**src/rtl/mix_columns_seq_if.sv**
```systemverilog
// mix_columns_seq_if: input/output handshake bundle for mix_columns_seq.
// Optional inv bit exists only when MIX_COLUMNS_INV_EN is defined.
interface mix_columns_seq_if;
  logic         in_valid;
  logic         in_ready;
  logic [127:0] inp_data;
  logic         bypass;
`ifdef MIX_COLUMNS_INV_EN
  logic         inv;
`endif
  logic         out_valid;
  logic         out_ready;
  logic [127:0] mixed_data;
  logic         busy;
`ifdef MIX_COLUMNS_INV_EN
  modport master (output in_valid, inp_data, bypass, inv, out_ready,
                  input in_ready, out_valid, mixed_data, busy);
  modport slave  (input in_valid, inp_data, bypass, inv, out_ready,
                  output in_ready, out_valid, mixed_data, busy);
`else
  modport master (output in_valid, inp_data, bypass, out_ready,
                  input in_ready, out_valid, mixed_data, busy);
  modport slave  (input in_valid, inp_data, bypass, out_ready,
                  output in_ready, out_valid, mixed_data, busy);
`endif
endinterface

```
**src/rtl/mix_columns_seq.sv**
```systemverilog
// mix_columns_seq: column-serial AES MixColumns sequencer (one column per cycle) with final-round bypass.
// Ports: clk, rst_n (sync active-low), bus (slave): in_valid/in_ready/inp_data/bypass in,
// out_valid/out_ready/mixed_data out, busy. MIX_COLUMNS_INV_EN adds bus.inv for InvMixColumns.
module mix_columns_seq (
  input  logic           clk,
  input  logic           rst_n,
  mix_columns_seq_if.slave bus
);
  typedef enum logic [1:0] {IDLE, MIX, DONE} state_t;
  state_t       state;
  logic [1:0]   col;
  logic [127:0] src, res;
  logic         inv_q;
  logic [31:0]  a, mc;
  logic [15:0]  k;
  function automatic logic [7:0] xt(input logic [7:0] x);
    return {x[6:0], 1'b0} ^ (x[7] ? 8'h1b : 8'h00);
  endfunction
  // Multiply by a 4-bit GF(2^8) constant as an XOR of x, 2x, 4x, 8x.
  function automatic logic [7:0] gm(input logic [7:0] x, input logic [3:0] c);
    logic [7:0] x2, x4, x8;
    x2 = xt(x);
    x4 = xt(x2);
    x8 = xt(x4);
    return (c[0] ? x : 8'h00) ^ (c[1] ? x2 : 8'h00) ^ (c[2] ? x4 : 8'h00) ^ (c[3] ? x8 : 8'h00);
  endfunction
  // k holds the first row's coefficients; later rows rotate them right by one byte position.
  always_comb begin
    a  = src[7'd127 - {col, 5'd0} -: 32];
    k  = inv_q ? 16'hebd9 : 16'h2311;
    mc = {gm(a[31:24], k[15:12]) ^ gm(a[23:16], k[11:8])  ^ gm(a[15:8], k[7:4])   ^ gm(a[7:0], k[3:0]),
          gm(a[31:24], k[3:0])   ^ gm(a[23:16], k[15:12]) ^ gm(a[15:8], k[11:8])  ^ gm(a[7:0], k[7:4]),
          gm(a[31:24], k[7:4])   ^ gm(a[23:16], k[3:0])   ^ gm(a[15:8], k[15:12]) ^ gm(a[7:0], k[11:8]),
          gm(a[31:24], k[11:8])  ^ gm(a[23:16], k[7:4])   ^ gm(a[15:8], k[3:0])   ^ gm(a[7:0], k[15:12])};
  end
`ifdef MIX_COLUMNS_INV_EN
  always_ff @(posedge clk)
    if (!rst_n) inv_q <= 1'b0;
    else if (state == IDLE && bus.in_valid) inv_q <= bus.inv;
`else
  assign inv_q = 1'b0;
`endif
  always_ff @(posedge clk)
    if (!rst_n) begin
      state <= IDLE;
      col   <= 2'd0;
      src   <= '0;
      res   <= '0;
    end else
      case (state)
        IDLE: if (bus.in_valid) begin
          src   <= bus.inp_data;
          col   <= 2'd0;
          res   <= bus.bypass ? bus.inp_data : res;
          state <= bus.bypass ? DONE : MIX;
        end
        MIX: begin
          res[7'd127 - {col, 5'd0} -: 32] <= mc;
          col   <= col + 2'd1;
          state <= col == 2'd3 ? DONE : MIX;
        end
        DONE: state <= bus.out_ready ? IDLE : DONE;
        default: state <= IDLE;
      endcase
  assign bus.in_ready   = state == IDLE;
  assign bus.out_valid  = state == DONE;
  assign bus.busy       = state != IDLE;
  assign bus.mixed_data = res;
endmodule
```
**src/flat_wrapper.sv**
```systemverilog
// flat-port wrapper written by rule: the top's interface ports become plain ports
module mix_columns_seq_flat 
  (clk, rst_n, bus_in_valid, bus_inp_data, bus_bypass, bus_out_ready, bus_in_ready, bus_out_valid, bus_mixed_data, bus_busy);
  mix_columns_seq_if bus_i ();
  input  logic clk;
  input  logic rst_n;
  input wire logic [$bits(bus_i.in_valid)-1:0] bus_in_valid;
  input wire logic [$bits(bus_i.inp_data)-1:0] bus_inp_data;
  input wire logic [$bits(bus_i.bypass)-1:0] bus_bypass;
  input wire logic [$bits(bus_i.out_ready)-1:0] bus_out_ready;
  output wire logic [$bits(bus_i.in_ready)-1:0] bus_in_ready;
  output wire logic [$bits(bus_i.out_valid)-1:0] bus_out_valid;
  output wire logic [$bits(bus_i.mixed_data)-1:0] bus_mixed_data;
  output wire logic [$bits(bus_i.busy)-1:0] bus_busy;
  assign bus_i.in_valid = bus_in_valid;
  assign bus_i.inp_data = bus_inp_data;
  assign bus_i.bypass = bus_bypass;
  assign bus_i.out_ready = bus_out_ready;
  assign bus_in_ready = bus_i.in_ready;
  assign bus_out_valid = bus_i.out_valid;
  assign bus_mixed_data = bus_i.mixed_data;
  assign bus_busy = bus_i.busy;
  mix_columns_seq u_core (.clk(clk), .rst_n(rst_n), .bus(bus_i));
endmodule
```
**config.mk**
```make
export PLATFORM = sky130hd
export DESIGN_NAME = mix_columns_seq_flat
export DESIGN_NICKNAME = d
export VERILOG_FILES = /design/src/rtl/mix_columns_seq_if.sv /design/src/rtl/mix_columns_seq.sv /design/src/flat_wrapper.sv
export SDC_FILE = /design/constraint.sdc
export NUM_CORES = 1
export LEC_CHECK = 0
export BUFFER_PORTS_ARGS = -buffer_cell sky130_fd_sc_hd__buf_2
export CELL_PAD_IN_SITES_DETAIL_PLACEMENT = 0
export CELL_PAD_IN_SITES_GLOBAL_PLACEMENT = 2
export CORE_MARGIN = 2
export CORE_UTILIZATION = 36
export CTS_BUF_LIST = sky130_fd_sc_hd__clkbuf_8 sky130_fd_sc_hd__clkbuf_16
export DETAILED_ROUTE_END_ITERATION = 7
export GPL_TIMING_DRIVEN = 0
export PLACE_DENSITY_LB_ADDON = 0.1
export REMOVE_ABC_BUFFERS = 1
export SLEW_MARGIN = 20
export SYNTH_ARGS = -nofsm -noshare
export SYNTH_HDL_FRONTEND = slang
export SYNTH_SLANG_ARGS = --single-unit
export TNS_END_PERCENT = 20
```
**constraint.sdc**
```tcl
create_clock -name clk -period 3.9 [get_ports clk]
set_input_delay 0 -clock clk [delete_from_list [all_inputs] [get_ports clk]]
set_output_delay 0 -clock clk [all_outputs]
set_load 0.01 [all_outputs]
```
==> metrics.yaml, run 1 <==
status: "completed"
synthCells: 1295
tns_ns: 0
yosysTopAreaCell: "dfxtp_1"
grt_overflow: 0
seq_area_frac_synth_pct: 42.2
rsz0062_at_grt: "no"
synth_top_cell_area_share_pct: 42.2
tightest_slew_ns: 0.792
fp.dieW_um: 189
swShare_pct: 31.9
drt_wl_total_um: 44500
slew_viol_final: 0
viasPerCell: 5.27
track_usage_pct: 24.4
avgRoutedWirePerCell_um: 21.2
synthFlopType: "dfxtp_1"
multi_input_area_um2: 6700
initialDrtViolationCount: 581
skew_ns: 0.0248
syn_area_per_cell_um2: 9.52
crit_path_top_delay_cell: "dfxtp_1"
r2r-start: "u_core.state[1]"
final_antenna_net_count: 0
portBuffers: 263
synth_most_common_cell: "nand2_1"
dieHeight_um: 189
crit_arrival_ns: 4.05
post-route-period-util_pct: 92.3
synthTopCellsByArea: "dfxtp_1, nand2_1, a21boi_0"
power_mw: 7.83
seqCellArea_um2: 5210
synthArstFlopShare_pct: 0
switchingPower_mw: 2.50
path_clk_slew_ns: 0.06
internal_power_mw: 5.34
combPwrFrac_pct: 27.5
cpMostUsedCell: "buf_12"
dieArea_um2: 35700
crit_buf_inv: 4
netlist_area_um2: 12300
numCtsBuffers: 30
fillers: 3261
crit_path_end_kind: "register"
p_seq_share_pct: 38.8
first_global_vias: 11000
period_minus_slack_ns: 3.60
cp-start-kind: "register"
leakage_nw: 6.94
hold_path_class: "in -> reg"
drt_drc_violations_left: 0
clkLatencyLatePin_ns: 0.56
maxCapViolCount: 0
grt_pass1_wl_um: 67500
crit_family: "buffers and inverters"
cp_cell_sequence: "nand2b_4 -> buf_12 -> buf_12 -> nor2_1 -> and3_2 -> buf_12 -> a221oi_2 -> nor2_1 -> dlygate4sd3_1"
final_core_util_pct: 49.4
cts_htree_levels: 1
gp_congestion: 0.762
yosys_warnings: 0
vias: 11100
worst_ir_drop_vdd_mv: 0.329
synth_seq_cells: 260
drive_above_1_share_pct: 25.2
fmax_mhz: 278
slew_headroom_pct: 47.1
antenna_found_initial: 1
clockBufferDepth: 3
synthDistinctLibCells: 35
dp_hpwl_um: 29200
ios: 264
root_buffer: "clkbuf_16"
cts_tree: "yes"
core.rowCount: 67
critPathRequiredTime_ns: 4.35
grt_max_degree: 137
critPathKind: "reg -> reg"
pwr-share-clk_pct: 33.7
synth_common_cells: "nand2_1, dfxtp_1, nor2_1, o21ai_0, a21boi_0"
hp-start: "bus_inp_data[73]"
cp_max_fo: 40
fin_nets: 1771
cts.sinks: 260
slowest_delay_ns: 0.73
synth_edf_count: 0
first_pass_iters: 5
start_util_pct: 36.7
core_um2: 33600
finalSetupViolations: 0
final-hold-violation-count: 0
power_density_nw_per_um2: 472
syn_to_final_growth_pct: 34.7
crit_start: "u_core.state[1]"
power by group through the flow:
stage / Sequential [mW] / Clock [mW] / Combinational (mW)
after floorplan: 3.13 / 0 / 1.15
final: 3.04 / 2.64 / 2.16
after detailed placement: 3.09 / 0 / 2.06
after CTS: 3.04 / 2.69 / 2.17
after global placement: 3.09 / 0 / 2.00
after global routing: 3.07 / 2.82 / 2.32
sequential cells by signal, indices dropped and copies added (netlist names):
register,flops
u_core.src,128
u_core.state,2
u_core.col,2
u_core.bus.mixed_data,128
cells in the final DEF, fill, tap and decap left out, types with 5 or more instances in the layout:
master	count
dlygate4sd3_1	134
dfxtp_1	258
nand2_1	262
clkinv_2	6
a221oi_1	107
o21ai_0	130
buf_2	262
mux4_2	32
a21boi_0	128
clkbuf_16	31
buf_6	5
buf_16	10
inv_1	12
xnor2_1	7
a221oi_2	21
buf_4	5
xor2_1	11
nor2_1	131
xor3_1	7
xnor3_1	35
buf_12	8
path summary, 6_finish.rpt:
check	end	slack [ns]	cells after the start
worst max-delay path	u_core.bus.mixed_data[104]	0.30	9
worst min-delay path	u_core.bus.mixed_data[73]	0.24	4
worst max register to register	u_core.bus.mixed_data[104]	0.30	9
worst min register to register	u_core.src[66]	0.46	2
layer usage:
layer,global-route usage (%),share of wire [%]
met1,33.4,45
met2,41.2,47
met3,3.86,6.2
met4,4.33,1.3
met5,0,0
worst min-delay path: stages:
cell and delay [ns]:
dlygate4sd3_1 0.52, buf_2 0.11, a221oi_2 0.05, nor2_1 0.08
cell families (layout without fill, tap and decap cells):
family | count (synthesis) | in the layout | synth area share, %
fa+ha+maj | 4 | 4 | 0.406
other cells | 0 | 1 | 0
compound gates | 398 | 398 | 23.9
xor+xnor | 71 | 71 | 11.0
mux | 32 | 32 | 5.85
simple gates | 406 | 406 | 12.6
buf+inv | 124 | 479 | 4.10
flops | 260 | 260 | 42.2
what timing repair did:
item                       in CTS  in global routing
resized for setup               0                  0
hold endpoints to repair      260                  0
setup buffers                   0                  0
setup endpoints to repair       0                  0
hold buffers                  134                  0
cell type report:
type                       count  share of cell area (%)
clock inverter                16                   0.588
clock buffer                  32                    4.76
antenna                        1                  0.0151
multi-input combinational    911                    40.3
timing repair buffer         427                    19.4
tap                          448                    3.38
inverter                       4                  0.0904
sequential                   260                    31.4
per-stage QoR:
step / instances / setup WS [ns] / hold WS, ns / cell area, um^2
6_report: 2099 / 0.299 / 0.236 / 16600
5_1_grt: 2098 / 0.145 / 0.243 / 16600
4_1_cts: 2098 / 0.327 / 0.226 / 16600
3_5_place_dp: 1916 / 0.664 / 0.262 / 14400
3_3_place_gp: 1886 / -8.90 / 0.257 / 13700
2_1_floorplan: 1175 / -1.59 / 0.128 / 11800
Power figures use the tool's default switching activity.
==> run 2, diff against run 1 <==
--- a/config.mk
+++ b/config.mk
@@ -13,7 +13,7 @@
 export CTS_BUF_LIST = sky130_fd_sc_hd__clkbuf_8 sky130_fd_sc_hd__clkbuf_16
 export DETAILED_ROUTE_END_ITERATION = 7
 export GPL_TIMING_DRIVEN = 0
-export PLACE_DENSITY_LB_ADDON = 0.1
+export PLACE_DENSITY = 0.92
 export REMOVE_ABC_BUFFERS = 1
 export SLEW_MARGIN = 20
 export SYNTH_ARGS = -nofsm -noshare
==> constraint.sdc (replaced) <==
create_clock -name clk -period 4.16 [get_ports clk]
set_input_delay 0 -clock clk [delete_from_list [all_inputs] [get_ports clk]]
set_output_delay 0 -clock clk [all_outputs]
set_load 0.01 [all_outputs]
==> metrics.yaml, run 2 (synthesized netlist as in run 1, its figures left out) <==
antenna_found_initial: 2  # +1
crit_start: "u_core.col[0]"
drt_wl_total_um: 41800  # -5.9%
leakage_nw: 7.00  # +0.87%
slew_viol_final: 0  # unchanged
grt_pass1_wl_um: 63700  # -5.6%
core.rowCount: 67  # unchanged
postCtsHoldBufs: 136  # +1.5%
fmax_mhz: 261  # -6.1%
numCtsBuffers: 29  # -3.3%
start_util_pct: 36.7  # unchanged
period_minus_slack_ns: 3.83  # +0.233 ns
critPathKind: "reg -> reg"
power_density_nw_per_um2: 449  # -4.8%
grt_overflow: 0  # unchanged
fin_nets: 1769  # -0.11%
switchingPower_mw: 2.28  # -8.6%
wl_met2_um: 19900  # -4.9%
cts.sinks: 260  # unchanged
fp.dieW_um: 189  # unchanged
highest_layer: "met4"
clockBufferDepth: 3  # unchanged
drt_drc_violations_left: 0  # unchanged
first_pass_iters: 5  # unchanged
cts_resized: 0  # unchanged
first_global_vias: 11100  # +0.61%
path_clk_slew_ns: 0.06  # about the same
regToRegSetupSlack_ns: 0.33  # +0.03 ns
gp_congestion: 0.764  # +0.31%
hp-start: "bus_inp_data[73]"
skew_ns: 0.0115  # -0.0133 ns
track_usage_pct: 22.7  # -1.7 points
wl_met3_um: 2670  # -3.3%
p_seq_share_pct: 37.9  # -0.9 points
cts_tree: "yes"
rr_endpoint: "u_core.bus.mixed_data[3]"
cp-endpoint: "u_core.bus.mixed_data[3]"
tns_ns: 0  # unchanged
worst_ir_drop_vdd_mv: 0.316  # -3.9%
maxCapViolCount: 0  # unchanged
m1WireLength_um: 18100  # -10%
viasPerCell: 5.36  # +1.7%
root_buffer: "clkbuf_16"
initialDrtViolationCount: 694  # +19%
crit_path_end_kind: "register"
cp_max_fo: 38  # -5.0%
final-hold-violation-count: 0  # unchanged
rsz0062_at_grt: "no"
vias: 11200  # +1.7%
internal_power_mw: 5.24  # -1.8%
combPwrFrac_pct: 26.5  # -1.0 points
cp-start-kind: "register"
crit_family: "XOR/XNOR gates"
r2r-start: "u_core.col[0]"
clkLatencyLatePin_ns: 0.54  # -0.02 ns
portBuffers: 263  # unchanged
final_cell_mix: "nand2_1, buf_2, dfxtp_1, dlygate4sd3_1, nor2_1"
place_ws_ns: 0.870  # +0.206 ns
fillers: 3168  # -2.9%
dieArea_um2: 35700  # unchanged
cts_htree_levels: 1  # unchanged
post-route-period-util_pct: 92.2  # -0.16 points
ios: 264  # unchanged
slew_headroom_pct: 45.6  # -1.5 points
cp_cell_sequence: "mux4_2 -> xnor2_2 -> xnor3_1 -> a221oi_2 -> nor2_1 -> dlygate4sd3_1"
final_antenna_net_count: 0  # unchanged
critPathRequiredTime_ns: 4.58  # +0.23 ns
cts_setup_buffers: 0  # unchanged
slowest_delay_ns: 0.80  # +0.07 ns
crit_path_top_delay_cell: "dfxtp_4"
crit_buf_inv: 1  # -3
drive_above_1_share_pct: 25.2  # +0.045 points
status: "completed"
dieHeight_um: 189  # unchanged
crit_arrival_ns: 4.26  # +0.21 ns
path_depth: 6  # -3
tightest_slew_ns: 0.812  # +0.0195 ns
core_um2: 33600  # unchanged
setup_slack_ns: 0.326  # +0.0267 ns
hold_path_class: "in -> reg"
pwr-share-clk_pct: 35.6  # +1.9 points
syn_to_final_growth_pct: 35.8
reg2regPathDepth: 6  # -3
swShare_pct: 30.3  # -1.5 points
avgRoutedWirePerCell_um: 19.9  # -6.0%
grt_max_degree: 138  # +0.73%
dp_hpwl_um: 27700  # -5.1%
finalSetupViolations: 0  # unchanged
run 2: cell count changes in the layout (fill, tap and decap cells not counted), sizes merged:
| cell | change |
|---|---|
| clkbuf | +1 |
| buf | -3 |
| inv | -2 |
| dlygate4sd3 | +2 |
| bufinv | +4 |
| clkinvlp | -1 |
run 2: cell type report:
cell class	count	area [um^2]	area share, %
Sequential cell	260	5210	31.1
Antenna cell	1	2.50	0.0149
Clock inverter	17	203	1.21
Timing Repair Buffer	426	3270	19.6
Clock buffer	33	781	4.66
Multi-Input combinational cell	911	6700	40.0
Inverter	4	15.0	0.0897
Tap cell	448	561	3.35
run 2: how the worst min path moves through the flow:
stage / depth (start not counted) / slack [ns] / end
finish: 4 / 0.25 / u_core.bus.mixed_data[73]
global route: 4 / 0.25 / u_core.bus.mixed_data[73]
CTS: 4 / 0.22 / u_core.bus.mixed_data[73]
detailed placement: 3 / 0.26 / u_core.bus.mixed_data[92]
global placement: 3 / 0.26 / u_core.bus.mixed_data[104]
floorplan: 1 / 0.13 / u_core.col[1]
run 2: worst min-delay path, delay by kind of cell:
kind,cells,cell delay (ns)
buffers and inverters,2,0.64
and+or+nand+nor,1,0.07
AOI/OAI and AO/OA,1,0.05
run 2: routing by layer:
metal,up-vias,track usage [%]
li1,5305,-
met1,5472,30.2
met2,407,38.5
met3,63,3.34
met4,0,6.43
met5,-,0
run 2: metrics by stage:
step           power [mW]  util, %  area (um^2)  std cells  hold WS, ns
2_1_floorplan        4.02        -        11800       1175        0.128
3_3_place_gp         4.71     40.8        13700       1886        0.256
3_5_place_dp         4.80     42.8        14400       1913        0.264
4_1_cts              7.59     49.8        16700       2099        0.219
5_1_grt              7.86     49.8        16700       2100        0.252
6_report             7.52     49.8        16700       2100        0.254
run 2: power by group through the flow:
| stage | combinational, mW | sequential (mW) | clock, mW |
|---|---|---|---|
| detailed placement | 1.89 | 2.90 | 0 |
| floorplan | 1.08 | 2.93 | 0 |
| global placement | 1.82 | 2.90 | 0 |
| CTS | 2.00 | 2.85 | 2.74 |
| global route | 2.14 | 2.88 | 2.84 |
| finish | 1.99 | 2.85 | 2.68 |
